--- src/rtl/seg7_scan_driver.sv ---
// Four-digit common-anode 7-segment scanner with per-frame data latching,
// anti-ghosting guard interval, per-digit blink and decimal points.
module seg7_scan_driver #(
    parameter int DIGIT_TICKS  = 100_000,
    parameter int GUARD_TICKS  = 2_000,
    parameter int BLINK_FRAMES = 125
) (
    input  logic        clk,
    input  logic        reset,
    input  logic        enable,
    input  logic [15:0] seg_data,
    input  logic [3:0]  dp_mask,
    input  logic [3:0]  blink_mask,
    output logic [3:0]  an,
    output logic [6:0]  seg,
    output logic        dp,
    output logic        frame_tick
);

    localparam int CW = (DIGIT_TICKS > 1) ? $clog2(DIGIT_TICKS) : 1;
    localparam int FW = (BLINK_FRAMES > 1) ? $clog2(BLINK_FRAMES) : 1;

    logic [CW-1:0] cnt;
    logic [1:0]    digit;
    logic [15:0]   shadow_data;
    logic [3:0]    shadow_dp;
    logic [3:0]    shadow_blink;
    logic [FW-1:0] frame_cnt;
    logic          blink_phase;

    logic          frame_start;
    logic          cnt_wrap;
    logic          frame_wrap;
    logic [15:0]   cur_data;
    logic [3:0]    cur_dp;
    logic [3:0]    nibble;
    logic [6:0]    seg_next;
    logic [3:0]    an_next;

    assign frame_start = (cnt == '0) && (digit == 2'd0);
    assign cnt_wrap    = (cnt == CW'(DIGIT_TICKS - 1));
    assign frame_wrap  = (frame_cnt == FW'(BLINK_FRAMES - 1));

    // Look ahead to the data being latched so the cathodes show the new
    // frame's digit 0 for its whole slot, guard interval included.
    assign cur_data = frame_start ? seg_data : shadow_data;
    assign cur_dp   = frame_start ? dp_mask  : shadow_dp;

    always_comb begin
        nibble = 4'hF;
        unique case (digit)
            2'd0: nibble = cur_data[3:0];
            2'd1: nibble = cur_data[7:4];
            2'd2: nibble = cur_data[11:8];
            2'd3: nibble = cur_data[15:12];
        endcase
    end

    always_comb begin
        seg_next = 7'h7F;
        unique case (nibble)
            4'h0: seg_next = 7'h40;
            4'h1: seg_next = 7'h79;
            4'h2: seg_next = 7'h24;
            4'h3: seg_next = 7'h30;
            4'h4: seg_next = 7'h19;
            4'h5: seg_next = 7'h12;
            4'h6: seg_next = 7'h02;
            4'h7: seg_next = 7'h78;
            4'h8: seg_next = 7'h00;
            4'h9: seg_next = 7'h10;
            4'hA: seg_next = 7'h2B;
            4'hB: seg_next = 7'h3F;
            4'hC: seg_next = 7'h21;
            4'hD: seg_next = 7'h41;
            4'hE: seg_next = 7'h0C;
            4'hF: seg_next = 7'h7F;
        endcase
    end

    always_comb begin
        an_next = 4'hF;
        if (enable && (cnt >= CW'(GUARD_TICKS))
            && !(shadow_blink[digit] && !blink_phase))
            an_next = ~(4'b0001 << digit);
    end

    always_ff @(posedge clk or posedge reset) begin
        if (reset) begin
            cnt   <= '0;
            digit <= 2'd0;
        end else if (cnt_wrap) begin
            cnt   <= '0;
            digit <= digit + 2'd1;
        end else begin
            cnt <= cnt + CW'(1);
        end
    end

    always_ff @(posedge clk or posedge reset) begin
        if (reset) begin
            shadow_data  <= 16'hFFFF;
            shadow_dp    <= 4'h0;
            shadow_blink <= 4'h0;
            frame_cnt    <= '0;
            blink_phase  <= 1'b1;
            frame_tick   <= 1'b0;
        end else begin
            frame_tick <= frame_start;
            if (frame_start) begin
                shadow_data  <= seg_data;
                shadow_dp    <= dp_mask;
                shadow_blink <= blink_mask;
                if (frame_wrap) begin
                    frame_cnt   <= '0;
                    blink_phase <= ~blink_phase;
                end else begin
                    frame_cnt <= frame_cnt + FW'(1);
                end
            end
        end
    end

    always_ff @(posedge clk or posedge reset) begin
        if (reset) begin
            an  <= 4'hF;
            seg <= 7'h7F;
            dp  <= 1'b1;
        end else begin
            an  <= an_next;
            seg <= seg_next;
            dp  <= ~cur_dp[digit];
        end
    end

endmodule
--- config.mk ---
export PLATFORM = sky130hd
export DESIGN_NAME = seg7_scan_driver
export DESIGN_NICKNAME = d
export VERILOG_FILES = /design/src/rtl/seg7_scan_driver.sv
export SDC_FILE = /design/constraint.sdc
export NUM_CORES = 1
export LEC_CHECK = 0
export ABC_CLOCK_PERIOD_IN_PS = 2900
export CELL_PAD_IN_SITES_DETAIL_PLACEMENT = 0
export CELL_PAD_IN_SITES_GLOBAL_PLACEMENT = 1
export CORE_MARGIN = 3
export CORE_UTILIZATION = 35
export CTS_CLUSTER_SIZE = 24
export DETAILED_ROUTE_END_ITERATION = 12
export PLACE_DENSITY_LB_ADDON = 0.1
export SYNTH_ARGS = -nofsm -noshare
export SYNTH_HDL_FRONTEND = slang
export SYNTH_SLANG_ARGS = --single-unit
--- constraint.sdc ---
create_clock -name clk -period 2.9 [get_ports clk]
set_input_delay 0.435 -clock clk [delete_from_list [all_inputs] [get_ports clk]]
set_output_delay 0.435 -clock clk [all_outputs]
set_load 0.03 [all_outputs]
; ---- After elaboration in Yosys (flattened, before gate mapping)
; Memory sizes are Yosys's and may differ from the RTL's. A register that Yosys moved wholly into a read port is not among the register bits.
; Index checks and enable logic that the tools add are counted.
; W data, S select, Z words.
[totals]
reg_bits = 57
n_memories = 1
inputBits = 27
output_inout_bits = 13
mem_bits_rw = 0
wordCells = 44
latchBits = 0
romBits = 112
[mem_list]
columns = memory, words, width, rd, rd_ports_with_merged_regs, write_ports, line
row1 = (name not given), 16, 7, 1, 1, 0, 61  ; unique case (nibble)
[op_classes]
n_lt_le_gt_ge = 2
mux = 10
n_shift = 1
bitwise = 3
eq_ne = 5
add_sub_neg = 3
div = 0
mul = 0
n_reduce_logical = 9
[ops]
columns = op, count
row1 = $add A17 B1 Y17 const B, 1
row2 = $eq A17 B17 Y1 const B, 1
row3 = $ge A17 B11 Y1 const B, 1
row4 = $logic_not A17 Y1, 1
row5 = $mux W17, 1
row6 = $mux W16, 1
row7 = $pmux W4 S4, 1
row8 = $mux W4, 2
row9 = $add A7 B1 Y7 const B, 1
row10 = $eq A7 B7 Y1 const B, 1
row11 = $mux W7, 1
row12 = $bmux W1 S2, 2
row13 = $eq A2 B2 Y1 const B, 2
row14 = $logic_and A1 B1 Y1, 4
row15 = $not A4 Y4, 1
row16 = $shl A1 B2 Y4 const A, 1
row17 = $lt A2 B3 Y1 const B, 1
row18 = $add A2 B1 Y2 const B, 1
row19 = $eq A2 B1 Y1 const B, 1
row20 = $logic_not A1 Y1, 2
row21 = $logic_not A2 Y1, 1
row22 = $mux W1, 2
row23 = $not A1 Y1, 2
row24 = $reduce_and A2 Y1, 1

; ---- Depth between registers and ports, before layout
[depth]
ltp_word = 6
ltp_mapped = 13
mapped_depth_nobuf = 12

; ---- Worst setup path after synthesis
; OpenSTA, ideal clock, no wires.
[synth_path]
path_type = flip-flop to flip-flop
start = register cnt[9]
end = register seg[5]
arrival_time_ps = 3026
n_path_buf = 0
synth_period_minus_slack_ps = 3119
stages_incl_launch_ff = 10
path_slack_ps = -219
required_time_ps = 2806
setup_ps = 94
path_cell_list = dfrtp_1 > or4_4 > nor3_1 > nand2_1 > mux2_2 > o2bb2ai_1 > o21ai_0 > inv_1 > ha_1 > mux4_2
[synth_via]
elab_chain_len = 4
[synth_rtl]
columns = item, line
row1 = from (decl), 23  ; logic [CW-1:0] cnt;
row2 = from (signal assigned), 96  ; cnt <= cnt + CW'(1);
row3 = $logic_not A17 Y1, 40  ; assign frame_start = (cnt == '0) && (digit == 2'd0);
row4 = $logic_and A1 B1 Y1, 40
row5 = $mux W16, n/a
row6 = net cur_data[4], 34  ; logic [15:0] cur_data;
row7 = $pmux W4 S4, 51  ; unique case (digit)
row8 = to (decl), 15  ; output logic [6:0] seg,
; The timed path passes the listed nets, and every way through them passes these cells.
; A chain may end at the register's enable or synchronous reset.

; ---- Worst setup path after layout
[layout_path]
start = register cnt[9]
end = register seg[5]
[layout_via]
elab_chain_len = 4
[layout_rtl]
columns = item, line
row1 = $logic_not A17 Y1, 40
row2 = $logic_and A1 B1 Y1, 40
row3 = $mux W16, n/a
row4 = $pmux W4 S4, 51
; Every way passes these cells.

==> metrics.txt <==
H-tree lvl count=3; io pins=40; post-synthesis compound-gate area fraction=around 7.3%; Synth Area in Simple Gates=between 10% and 20%; residual DRC count=0; Final WS setup=29.12 ps; syn nets=between 300 and 400; crit-path max FO=4; placed instance count=between 400 and 500; antenna cells=0; leading cell type in the layout, fill and taps excluded=nand2_1; CP arrival=3120 ps; Finish-stage setup viols=0; dpl cell area=0.003983 mm²; Achievable Freq=around 0.35 GHz; pwr/cell area=approximately 440 mW/mm²; Synth warnings=0; Worst-Skew Late Latency=approximately 340 ps; worst min path class=flop to flop; Area contributors post-synth=dfrtp_1 27%, dfstp_2 24%, nand2_1 8.2%, ha_1 5.5%, mux2i_1 3.4%; Die W=~100 µm; Hold Path Origin=shadow_data[11]; drt pass-1 iters=4; Placeable Area=0.008806 mm²; Synth cell types=45; CP required=3150 ps; post-route clock skew=approximately 9.2 ps; Synth Area in XOR/XNOR=6.034%; global-route wire length before repair=12160 µm; most frequent cells in the layout=69 x nand2_1, 41 x buf_4, 39 x clkdlybuf4s50_1; max_cap viols=0; Initial Util=36.26%; r2r startpoint=cnt[9]; fin nets=around 430; reg2reg path depth=10; startpoint types=flop; fin. max-slew vios=0; Max IR drop VDD=0.0002249 V; Setup crit start=cnt[9]; slew margin rel.=61.74%; flops & latches, synth=between 60 and 70; Worst Hold Depth=2; final instance area=roughly 0.0043 mm²; share of layout cells above drive strength 1=28.97%; RSZ-0062 raised after global routing=true; I/O Buffers=39; Synth Area in Adders=5.486%; row count=34; Cells after Synth=309; area share of the largest cell type after synthesis=27.43%; CTS tree=yes; initial antenna violation count=0; total power=approximately 1.9 mW; leakage=approximately 2.0 nW; vias per inst=around 4.7; total CTS buffers=9; largest area contributor in the netlist=dfrtp_1; die area=around 0.01 mm²; Syn Area/Cell=10.33 µm²; Total Wirelength=slightly above 7000 µm; cts hold-fix bufs=0; EDFF count, synth=0; Total Routing Usage GR=about 15%; min cycle time layout=2871 ps; Netlist Area Pre-Place=between 0.003 and 0.004 mm²; Placer Congestion=0.8419; status=finished clean; antenna-violating nets left=0; Die Span Y=~100 µm; FF-to-FF setup slack=a little under 30 ps; Finished Layout Cells=505; Worst Tran Pin Value=roughly 570 ps; Most used DFF post-synth=dfrtp_1; pin count of the biggest net entering global routing=31; clk slew on worst S/H paths=approximately 70 ps; initial DRC count=about 70; GRT overflow=0; Seq/Total Area, Yosys=around half; largest family of logic cells by synthesized area=simple AND/OR/NAND/NOR gates; element type at the critical path end=flop; final hold vios=0; Area Overhead vs Synth=34.13%; mux cell area share after synthesis=between 6 and 7%; asr flop ratio synth=100.0%; Setup Crit Path Kind=flop to flop; deepest clock path buffer count=2; worst slack, placed=-44.08 ps; via count=approximately 2400; Root Buffer=clkbuf_8; Fillers=roughly 840; Tcrit/Tclk final=between 90% and 100%; CTS Sinks=between 60 and 70; DP HPWL=5244 µm; vias in the first global route=2454; DR WL/cell=between 10 and 15 µm
-- cells in the mapped netlist (2+ instances only) --
library cell,n
a22oi_1,4
nor2_1,21
a211oi_1,2
dfrtp_1,35
mux2i_1,11
mux2_2,4
clkbuf_1,7
a221oi_1,2
xor2_1,11
a221o_1,2
ha_1,14
nor4_1,3
nand3_1,12
nor3_1,2
or3_1,2
buf_2,2
a21oi_1,4
xnor2_1,11
a22o_1,2
dfstp_2,29
o21ai_0,8
nand2_1,70
nand4_1,4
mux4_2,3
inv_1,16
and3_1,9
-- logic make-up after synthesis --
| logic type | after synthesis |
|---|---|
| multiplexers | 18 |
| buffers and inverters | 28 |
| adder cells (fa/ha/maj) | 14 |
| flip-flops | 64 |
| XOR/XNOR | 22 |
| AO/OA/AOI/OAI | 31 |
| AND/OR/NAND/NOR | 132 |
-- final cells by class --
type / count / area [µm²] / area share, %
clock buffer: 12 / 145.1 / 3.389
multi-input combinational: 217 / 1515 / 35.38
inverter: 17 / 63.81 / 1.490
clock inverter: 4 / 45.04 / 1.052
sequential: 64 / 1638 / 38.24
timing repair buffer: 83 / 740.7 / 17.29
tap: 108 / 135.1 / 3.155
-- path summary, 6_finish.rpt --
kind | endpoint
worst max-delay path | seg[5]
worst max register to register | seg[5]
worst min register to register | shadow_data[11]
min in group asynchronous | cnt[13]
max in group asynchronous | an[0]
worst min-delay path | shadow_data[11]
-- flip-flops by register name, summed over array words and instances (netlist names) --
register / flops
an: 4
blink_phase: 1
cnt: 17
digit: 2
dp: 1
frame_cnt: 7
frame_tick: 1
seg: 7
shadow_blink: 4
shadow_data: 16
shadow_dp: 4
-- metal layers --
layer  vias to the layer above  routed length, µm  GRT usage [%]
li1                       1214                  -              -
met1                      1126               3569          20.79
met2                        39               3255          23.69
met3                         7                251          4.477
met4                         0                 81          4.908
met5                         -                  0              0
-- stage by stage --
step           setup TNS [ps]  hold slack, ps  util [%]
2_1_floorplan               0           429.1         -
3_3_place_gp                0           444.6     45.23
3_5_place_dp           -45.97           445.2     45.23
4_1_cts                     0           454.8     47.66
5_1_grt                -136.1           476.9     48.64
6_report                    0           451.7     48.64
-- worst max-delay path, cell delays in order (launching register included) --
cell and delay [ps]:
dfrtp_1 370, or4_4 540, buf_6 140, or3_4 400
nor2_8 120, a221oi_1 60, o2bb2ai_1 190, o21ai_2 100
ha_1 340, inv_2 40, mux4_2 450
-- power breakdown --
part           internal (mW)  switching, mW  leakage [nW]  total (mW)
Combinational         0.0885         0.0842          1.11       0.173
Clock                  0.417          0.340         0.100       0.757
Sequential             0.936        0.00947         0.755       0.945
-- what timing repair did --
item,in CTS,in global routing
setup buffers,2,4
setup endpoints to repair,2,6
pin swaps,6,5
gates resized for setup,4,12
No activity file was read; power rests on OpenSTA's default activity.
